<file path="config.mk">
export PLATFORM = sky130hd
export DESIGN_NAME = hmac_block_feeder
export DESIGN_NICKNAME = d
export VERILOG_FILES = /design/src/rtl/hmac_param_pkg.sv /design/src/rtl/hmac_block_feeder.sv
export SDC_FILE = /design/constraint.sdc
export NUM_CORES = 2
export LEC_CHECK = 0
export ABC_CLOCK_PERIOD_IN_PS = 8470
export BUFFER_PORTS_ARGS = -buffer_cell sky130_fd_sc_hd__buf_2
export CORE_MARGIN = 1
export CORE_UTILIZATION = 55
export DETAILED_ROUTE_END_ITERATION = 12
export PLACE_DENSITY_LB_ADDON = 0.05
export SLEW_MARGIN = 10
export SYNTH_ARGS = -nofsm -noshare
export SYNTH_HDL_FRONTEND = slang
export SYNTH_SLANG_ARGS = --single-unit
</file>
<file path="constraint.sdc">
create_clock -name clk -period 8.47 [get_ports clk]
set_input_delay 2.1175 -clock clk [delete_from_list [all_inputs] [get_ports clk]]
set_output_delay 2.1175 -clock clk [all_outputs]
set_load 0.02 [all_outputs]
</file>
<file path="src/rtl/hmac_param_pkg.sv">
// Shared constants and types for the HMAC register-bus feeder.
package hmac_param_pkg;

   // Byte addresses of the HMAC wrapper registers.
   localparam logic [31:0] HMAC_ADDR_CTRL   = 32'h0000_0008;
   localparam logic [31:0] HMAC_ADDR_STATUS = 32'h0000_000C;
   localparam logic [31:0] HMAC_ADDR_BLOCK0 = 32'h0000_0080;

   // CTRL register bit positions.
   localparam int HMAC_CTRL_INIT_BIT = 0;
   localparam int HMAC_CTRL_NEXT_BIT = 1;

   typedef enum logic [2:0] {
      FILL, PAD, LEN, WR_BLK, WR_CTRL, WAIT, POLL, DONE
   } feeder_state_e;

   // Keep the upper n bytes (n = 0..3), put the 0x80 marker at byte n and clear the rest.
   function automatic logic [31:0] pad_word(input logic [31:0] data, input logic [2:0] n);
      logic [31:0] keep;
      keep     = ~(32'hFFFF_FFFF >> {n, 3'b000});
      pad_word = (data & keep) | (32'h0000_0080 << {(3'd3 - n), 3'b000});
   endfunction

endpackage

</file>
<file path="src/rtl/hmac_block_feeder.sv">
// Buffers a big-endian message into 1024-bit blocks, applies padding and the
// 128-bit length field, and pushes each block to the HMAC wrapper over a simple
// register bus, polling status between blocks.
module hmac_block_feeder
   import hmac_param_pkg::*;
#(
   parameter int ADDR_WIDTH = 32
) (
   input  logic                  clk,
   input  logic                  reset_n,
   input  logic                  msg_valid,
   output logic                  msg_ready,
   input  logic [31:0]           msg_data,
   input  logic                  msg_last,
   input  logic [2:0]            msg_bytes,
   output logic                  hmac_cs,
   output logic                  hmac_we,
   output logic [ADDR_WIDTH-1:0] hmac_address,
   output logic [31:0]           hmac_write_data,
   input  logic [31:0]           hmac_read_data,
   output logic                  busy,
   output logic                  done,
   output logic                  error
);

   feeder_state_e state_q, state_d;
   logic [31:0]   mem_q [32];
   logic [31:0]   mem_d [32];
   logic [4:0]    widx_q, widx_d;     // next fill slot
   logic [5:0]    pidx_q, pidx_d;     // next slot to clear while padding (may pass 31)
   logic [4:0]    wcnt_q, wcnt_d;     // block write index, wraps to 0 after each burst
   logic          wait_q, wait_d;
   logic [63:0]   bcnt_q, bcnt_d;     // message byte count
   logic          first_q, first_d;   // next block is the first of the message
   logic          final_q, final_d;   // last word has been taken in
   logic          extra_q, extra_d;   // length field spills into one more block
   logic          hipad_q, hipad_d;   // 0x80 marker belongs in word 0 of the extra block
   logic          busy_q, busy_d;
   logic          error_q, error_d;
   logic [31:0]   addr32;
   logic [63:0]   len_bits;
   logic          unused_bits;

   // Key block (1024 bits) is counted in the length.
   assign len_bits     = {bcnt_q[60:0], 3'b000} + 64'd1024;
   assign hmac_address = ADDR_WIDTH'(addr32);
   assign busy         = busy_q;
   assign error        = error_q;
   assign unused_bits  = ^{hmac_read_data[31:2], bcnt_q[63:61]};

   // Next-state, buffer updates and bus outputs.
   always_comb begin
      state_d = state_q;  mem_d   = mem_q;   widx_d  = widx_q;  pidx_d  = pidx_q;
      wcnt_d  = wcnt_q;   wait_d  = wait_q;  bcnt_d  = bcnt_q;  first_d = first_q;
      final_d = final_q;  extra_d = extra_q; hipad_d = hipad_q; busy_d  = busy_q;
      error_d = error_q;
      msg_ready       = 1'b0;
      hmac_cs         = 1'b0;
      hmac_we         = 1'b0;
      addr32          = '0;
      hmac_write_data = '0;
      done            = 1'b0;
      case (state_q)
         FILL: begin
            msg_ready = reset_n;
            if (msg_valid) begin
               if (msg_last && msg_bytes > 3'd4) begin
                  // malformed tail word: flag it and drop it
                  error_d = 1'b1;
               end else begin
                  error_d = 1'b0;
                  busy_d  = 1'b1;
                  if (!msg_last) begin
                     mem_d[widx_q] = msg_data;
                     bcnt_d        = bcnt_q + 64'd4;
                     widx_d        = widx_q + 5'd1;
                     if (widx_q == 5'd31) state_d = WR_BLK;
                  end else begin
                     final_d = 1'b1;
                     bcnt_d  = bcnt_q + 64'(msg_bytes);
                     state_d = PAD;
                     if (msg_bytes == 3'd4) begin
                        mem_d[widx_q] = msg_data;
                        if (widx_q != 5'd31) mem_d[widx_q + 5'd1] = 32'h8000_0000;
                        else                 hipad_d = 1'b1;
                        pidx_d = {1'b0, widx_q} + 6'd2;
                     end else begin
                        mem_d[widx_q] = pad_word(msg_data, msg_bytes);
                        pidx_d        = {1'b0, widx_q} + 6'd1;
                     end
                  end
               end
            end
         end
         PAD: begin
            pidx_d = pidx_q + 6'd1;
            if (pidx_q <= 6'd28) begin
               if (pidx_q < 6'd28) mem_d[pidx_q[4:0]] = '0;
               if (pidx_q >= 6'd27) state_d = LEN;
            end else begin
               if (pidx_q < 6'd32) mem_d[pidx_q[4:0]] = '0;
               if (pidx_q >= 6'd31) begin
                  extra_d = 1'b1;
                  state_d = WR_BLK;
               end
            end
         end
         LEN: begin
            mem_d[28] = '0;
            mem_d[29] = '0;
            mem_d[30] = len_bits[63:32];
            mem_d[31] = len_bits[31:0];
            state_d   = WR_BLK;
         end
         WR_BLK: begin
            hmac_cs         = 1'b1;
            hmac_we         = 1'b1;
            addr32          = HMAC_ADDR_BLOCK0 + {25'd0, wcnt_q, 2'b00};
            hmac_write_data = mem_q[wcnt_q];
            wcnt_d          = wcnt_q + 5'd1;
            if (wcnt_q == 5'd31) state_d = WR_CTRL;
         end
         WR_CTRL: begin
            hmac_cs         = 1'b1;
            hmac_we         = 1'b1;
            addr32          = HMAC_ADDR_CTRL;
            hmac_write_data = first_q ? (32'd1 << HMAC_CTRL_INIT_BIT) : (32'd1 << HMAC_CTRL_NEXT_BIT);
            first_d         = 1'b0;
            wait_d          = 1'b0;
            state_d         = WAIT;
         end
         WAIT: begin
            // status still shows the previous block for two cycles
            wait_d = 1'b1;
            if (wait_q) state_d = POLL;
         end
         POLL: begin
            hmac_cs = 1'b1;
            addr32  = HMAC_ADDR_STATUS;
            if (hmac_read_data[0]) begin
               if (extra_q) begin
                  for (int i = 0; i < 28; i++) mem_d[i] = '0;
                  if (hipad_q) mem_d[0] = 32'h8000_0000;
                  extra_d = 1'b0;
                  hipad_d = 1'b0;
                  state_d = LEN;
               end else if (!final_q) begin
                  widx_d  = '0;
                  state_d = FILL;
               end else if (hmac_read_data[1]) begin
                  state_d = DONE;
               end
            end
         end
         DONE: begin
            done    = 1'b1;
            bcnt_d  = '0;
            widx_d  = '0;
            first_d = 1'b1;
            final_d = 1'b0;
            busy_d  = 1'b0;
            state_d = FILL;
         end
         default: state_d = FILL;
      endcase
   end

   // State and buffer registers.
   always_ff @(posedge clk or negedge reset_n) begin
      if (!reset_n) begin
         state_q <= FILL;
         mem_q   <= '{default: '0};
         widx_q  <= '0;
         pidx_q  <= '0;
         wcnt_q  <= '0;
         wait_q  <= 1'b0;
         bcnt_q  <= '0;
         first_q <= 1'b1;
         final_q <= 1'b0;
         extra_q <= 1'b0;
         hipad_q <= 1'b0;
         busy_q  <= 1'b0;
         error_q <= 1'b0;
      end else begin
         state_q <= state_d;
         mem_q   <= mem_d;
         widx_q  <= widx_d;
         pidx_q  <= pidx_d;
         wcnt_q  <= wcnt_d;
         wait_q  <= wait_d;
         bcnt_q  <= bcnt_d;
         first_q <= first_d;
         final_q <= final_d;
         extra_q <= extra_d;
         hipad_q <= hipad_d;
         busy_q  <= busy_d;
         error_q <= error_d;
      end
   end

endmodule

</file>
* After elaboration in Yosys (flattened, before gate mapping) *
Index checks and enable logic that the tools add are counted.

storage, ports and cells
  register bits after elaboration = 1114
  input port bits = 71
  output and inout port bits = 70
  logic and storage cells = 221

operators by class
  $add $sub $neg = 10
  order comparisons = 13
  eq/ne operators = 31
  shift-type cells = 2
  muxes and demuxes = 83
  bitwise operators = 12
  reductions and logical operators = 26

operators by type and width
  kind                      count
  $mux W1024                8
  $pmux W896 S3             1
  $bwmux W1024              2
  $mux W896                 2
  $and A1024 B1024 Y1024    1
  $not A1024 Y1024          1
  $and A992 B992 Y992       1
  $not A992 Y992            1
  $demux W32 S5             3
  $pmux W128 S3             1
  $mux W32                  6
  $mux W64                  3
  $bmux W32 S5              1
  $pmux W64 S2              1
  $add A64 B11 Y64 const B  1
  $add A64 B3 Y64           1
  $add A64 B3 Y64 const B   1
  $or A32 B32 Y32           2
  $pmux W32 S2              1
  $mux W3                   13
  $and A32 B32 Y32          1
  $not A32 Y32              1
  $shl A8 B6 Y32 const A    1
  $shr A32 B6 Y32 const A   1
  other kinds (44)          122

* Longest topological paths before layout *
  depth in word-level cells = 14
  gate-level depth with buffers = 14
  mapped depth without buffers = 9

* Worst setup path after synthesis *
No wires, ideal clock.

  kind = flip-flop to output port
  start = register wcnt_q[1]
  end = output hmac_write_data[14]
  data arrival time = 2.792 ns
  required time = 6.352 ns
  path slack = 3.561 ns
  cell stages (with the launch flop) = 8
  path buffers = 4
  cell sequence = dfrtp_1 -> clkbuf_1 -> buf_1 -> clkbuf_1 -> buf_1 -> mux4_2 -> mux4_2 -> a22o_1

between the ends
  word-level cells in the longest chain between the ends = 5

RTL lines
  item                                         RTL line                  text
  start: declaration                           hmac_block_feeder.sv:31   logic [4:0] wcnt_q, wcnt_d;
  start signal: assignment                     hmac_block_feeder.sv:189  wcnt_q <= wcnt_d;
  $not A5 Y6 (implied by the code)             hmac_block_feeder.sv:119  hmac_write_data = mem_q[wcnt_q];
  $bmux W32 S5                                 hmac_block_feeder.sv:119
  $mux W32 (implied by the code) (2 in a row)  hmac_block_feeder.sv:119
  $pmux W32 S2                                 hmac_block_feeder.sv:63   case (state_q)
  end: declaration                             hmac_block_feeder.sv:19   output logic [31:0] hmac_write_data,

Every way passes these cells. The select of a mux whose other input is x is not followed.

* Worst setup path after layout *
  start = register wcnt_q[1]
  end = output hmac_write_data[12]

Same word-level chain as after synthesis.

==> results.cfg <==
[finish]
area_growth_pct = 10.2
nNetsFinal = 4930
layout_common_cells = dfrtp_1 (1,106), a22o_1 (756), o22ai_1 (440), mux4_2 (318), nand2_1 (304)
fill_cells = 8359
drive_gt1_share_pct = 17.0
layout_commonest_cell = dfrtp_1
finalNonFillerCells = 6328

[timing]
hold_viol_final = 0
skew_ns = 0.0272
max_slew_margin_pct = 12.1
fin_setup_tns_ns = 0
slew_viol_final = 0
fin_crit_ns = 6.40
max_freq_ghz = 0.156
finalCritPeriodShare_pct = 75.5
rsz0062_at_grt = no
setup_viol = 0
setup_ws_ns = 2.07
holdWs_ns = 0.477
worst_slew_pin_slew_ns = 1.32

[routing]
drcViolationCount = 0
antenna_left = 0
wl_per_cell_microns = 36.2
wirelength_microns = 229000
vias = 49100
viasPerCell = 7.77
drtIter0Drc = 7237
first_pass_iters = 8

[setup_path]
critPathCaptureType = output pin
reg2reg_from = widx_q[0]
required_ns = 6.35
r2r_cells = 11
arrival_ns = 4.28
cp-start-kind = register
r2r_setup_slack_ns = 3.73
path_max_fanout = 53
worst-setup-path-type = register to output pin

[global_route]
grt_max_degree = 167
grt_pass1_vias = 47900
grt_pass1_wl_microns = 338000
grt_usage_pct = 43.2
antenna_found_initial = 15
grt_overflow = 0

[cts]
clockBufferDepth = 3
cts_setup_buffers = 0
cts.repair.resized = 0
cts_root_buffer = clkbuf_16
clk_pin_slew_ns = 0.06
clk_latency_ns = 0.74
ctsHoldBuffers = 0
clock-sinks = 1111
cts_tree = done
htreeDepth = 3
cts_buffers = 120

[synthesis]
ys_types = 81
synth_ff_type = dfrtp_1
synth_edf_count = 0
yosysWarnings = 0
ys_seq_area_share_pct = 48.4
synth_area_per_cell_sq_um = 11.4
synthesis.area_sq_mm = 0.0575
synthCells = 5019
async_flop_share_pct = 100
ys_ff_latch = 1111

[place]
gp_congestion = 0.976
dp_cells = 6098
portBuffers = 84
preCtsSetupSlack_ns = 2.61
hpwl_microns = 150000

[power]
leakage_uw = 0.0268
irDropWorstVdd_mv = 0.238
power_density_mw_per_mm2 = 303

[die]
dieArea_sq_mm = 0.106
ios = 141
die-width_microns = 325
std_cell_rows = 118
core_area_sq_mm = 0.103
fp.dieH_microns = 325
initial_core_util_pct = 55.5

[worst_hold_path]
worstHoldPathCells = 1
hold_class = register to register

[outcome]
outcome = complete, no violations

[run]
cap_violations = 0
through the flow:
stage	total power [uW]	instance area, sq um	util (%)
after floorplan	10900	57500	-
final	19200	63300	61.2
after detailed placement	13300	59100	57.1
after CTS	19000	63300	61.2
after global routing	19700	63300	61.2
after global placement	13200	59000	57.0
report_power, final:
part           total (uW)  switching, uW  internal (uW)
Clock                5680           2320           3350
Sequential           6850            762           6090
Combinational        6670           4370           2300
cells by family after synthesis:
kind of cell / after synthesis / synth area share [%]
XOR/XNOR: 60 / 0.915
AO/OA/AOI/OAI: 2127 / 27.3
buffers and inverters: 604 / 4.17
flip-flops: 1111 / 48.4
adder cells (fa/ha/maj): 19 / 0.427
AND/OR/NAND/NOR: 765 / 6.11
multiplexers: 332 / 12.7
other: 1 / 0.00653
critical path: stages (launching register included):
cell and delay, ns:
dfrtp_4 1.10, buf_12 0.45, mux4_2 0.68, mux4_2 0.65, a22o_1 0.35, buf_2 0.19
cell usage after synthesis, drive strengths merged (11+ instances only):
library cell / count / area share [%]
a21o: 18 / 0.24
nand2: 307 / 2.0
a21oi: 203 / 1.8
xor2: 16 / 0.24
nor2: 187 / 1.2
nor3: 44 / 0.39
clkbuf: 488 / 3.2
and2: 23 / 0.25
o211ai: 14 / 0.18
and3: 19 / 0.21
a31oi: 40 / 0.44
a22o: 756 / 12
a22oi: 16 / 0.21
dfrtp: 1110 / 48
a32o: 19 / 0.33
a211oi: 11 / 0.14
nand3: 71 / 0.62
o21ai: 258 / 2.2
o31ai: 26 / 0.34
nand4: 22 / 0.27
inv: 22 / 0.14
ha: 18 / 0.39
mux4: 318 / 12
o22ai: 440 / 4.8
or2: 12 / 0.13
xnor2: 44 / 0.67
o2bb2ai: 215 / 3.3
buf: 93 / 0.83
nor4: 13 / 0.15
nor3b: 11 / 0.16
or4: 11 / 0.15
a221o: 31 / 0.54
o311ai: 20 / 0.30
mux2i: 11 / 0.19
layer usage:
metal	track usage, %	wire, microns	vias up
met4	20.7	13500	16
met5	0	105	-
li1	-	-	19600
met2	62.4	98900	3611
met1	58.7	85300	25200
met3	14.4	31300	765
final cells by class:
cell class | instances | area [sq um] | area share (%)
flip-flops and latches | 1111 | 27800 | 43.9
diodes | 7 | 17.5 | 0.0277
well taps | 1380 | 1730 | 2.73
multi-input cells | 3329 | 27600 | 43.5
inverters | 23 | 86.3 | 0.136
repair buffers | 255 | 1880 | 2.96
clock inverters | 55 | 688 | 1.09
clock buffers | 168 | 3540 | 5.59
worst max-delay path by stage:
stage | from | depth (start not counted) | slack [ns] | end
detailed placement | msg_bytes[0] | 8 | 2.61 | register
finish | wcnt_q[1] | 5 | 2.07 | hmac_write_data[12]
global route | wcnt_q[1] | 5 | 2.08 | hmac_write_data[12]
floorplan | wcnt_q[1] | 7 | 3.56 | hmac_write_data[14]
CTS | wcnt_q[1] | 5 | 2.22 | hmac_write_data[12]
global placement | msg_last | 9 | 2.65 | register
Power figures use the tool's default switching activity.
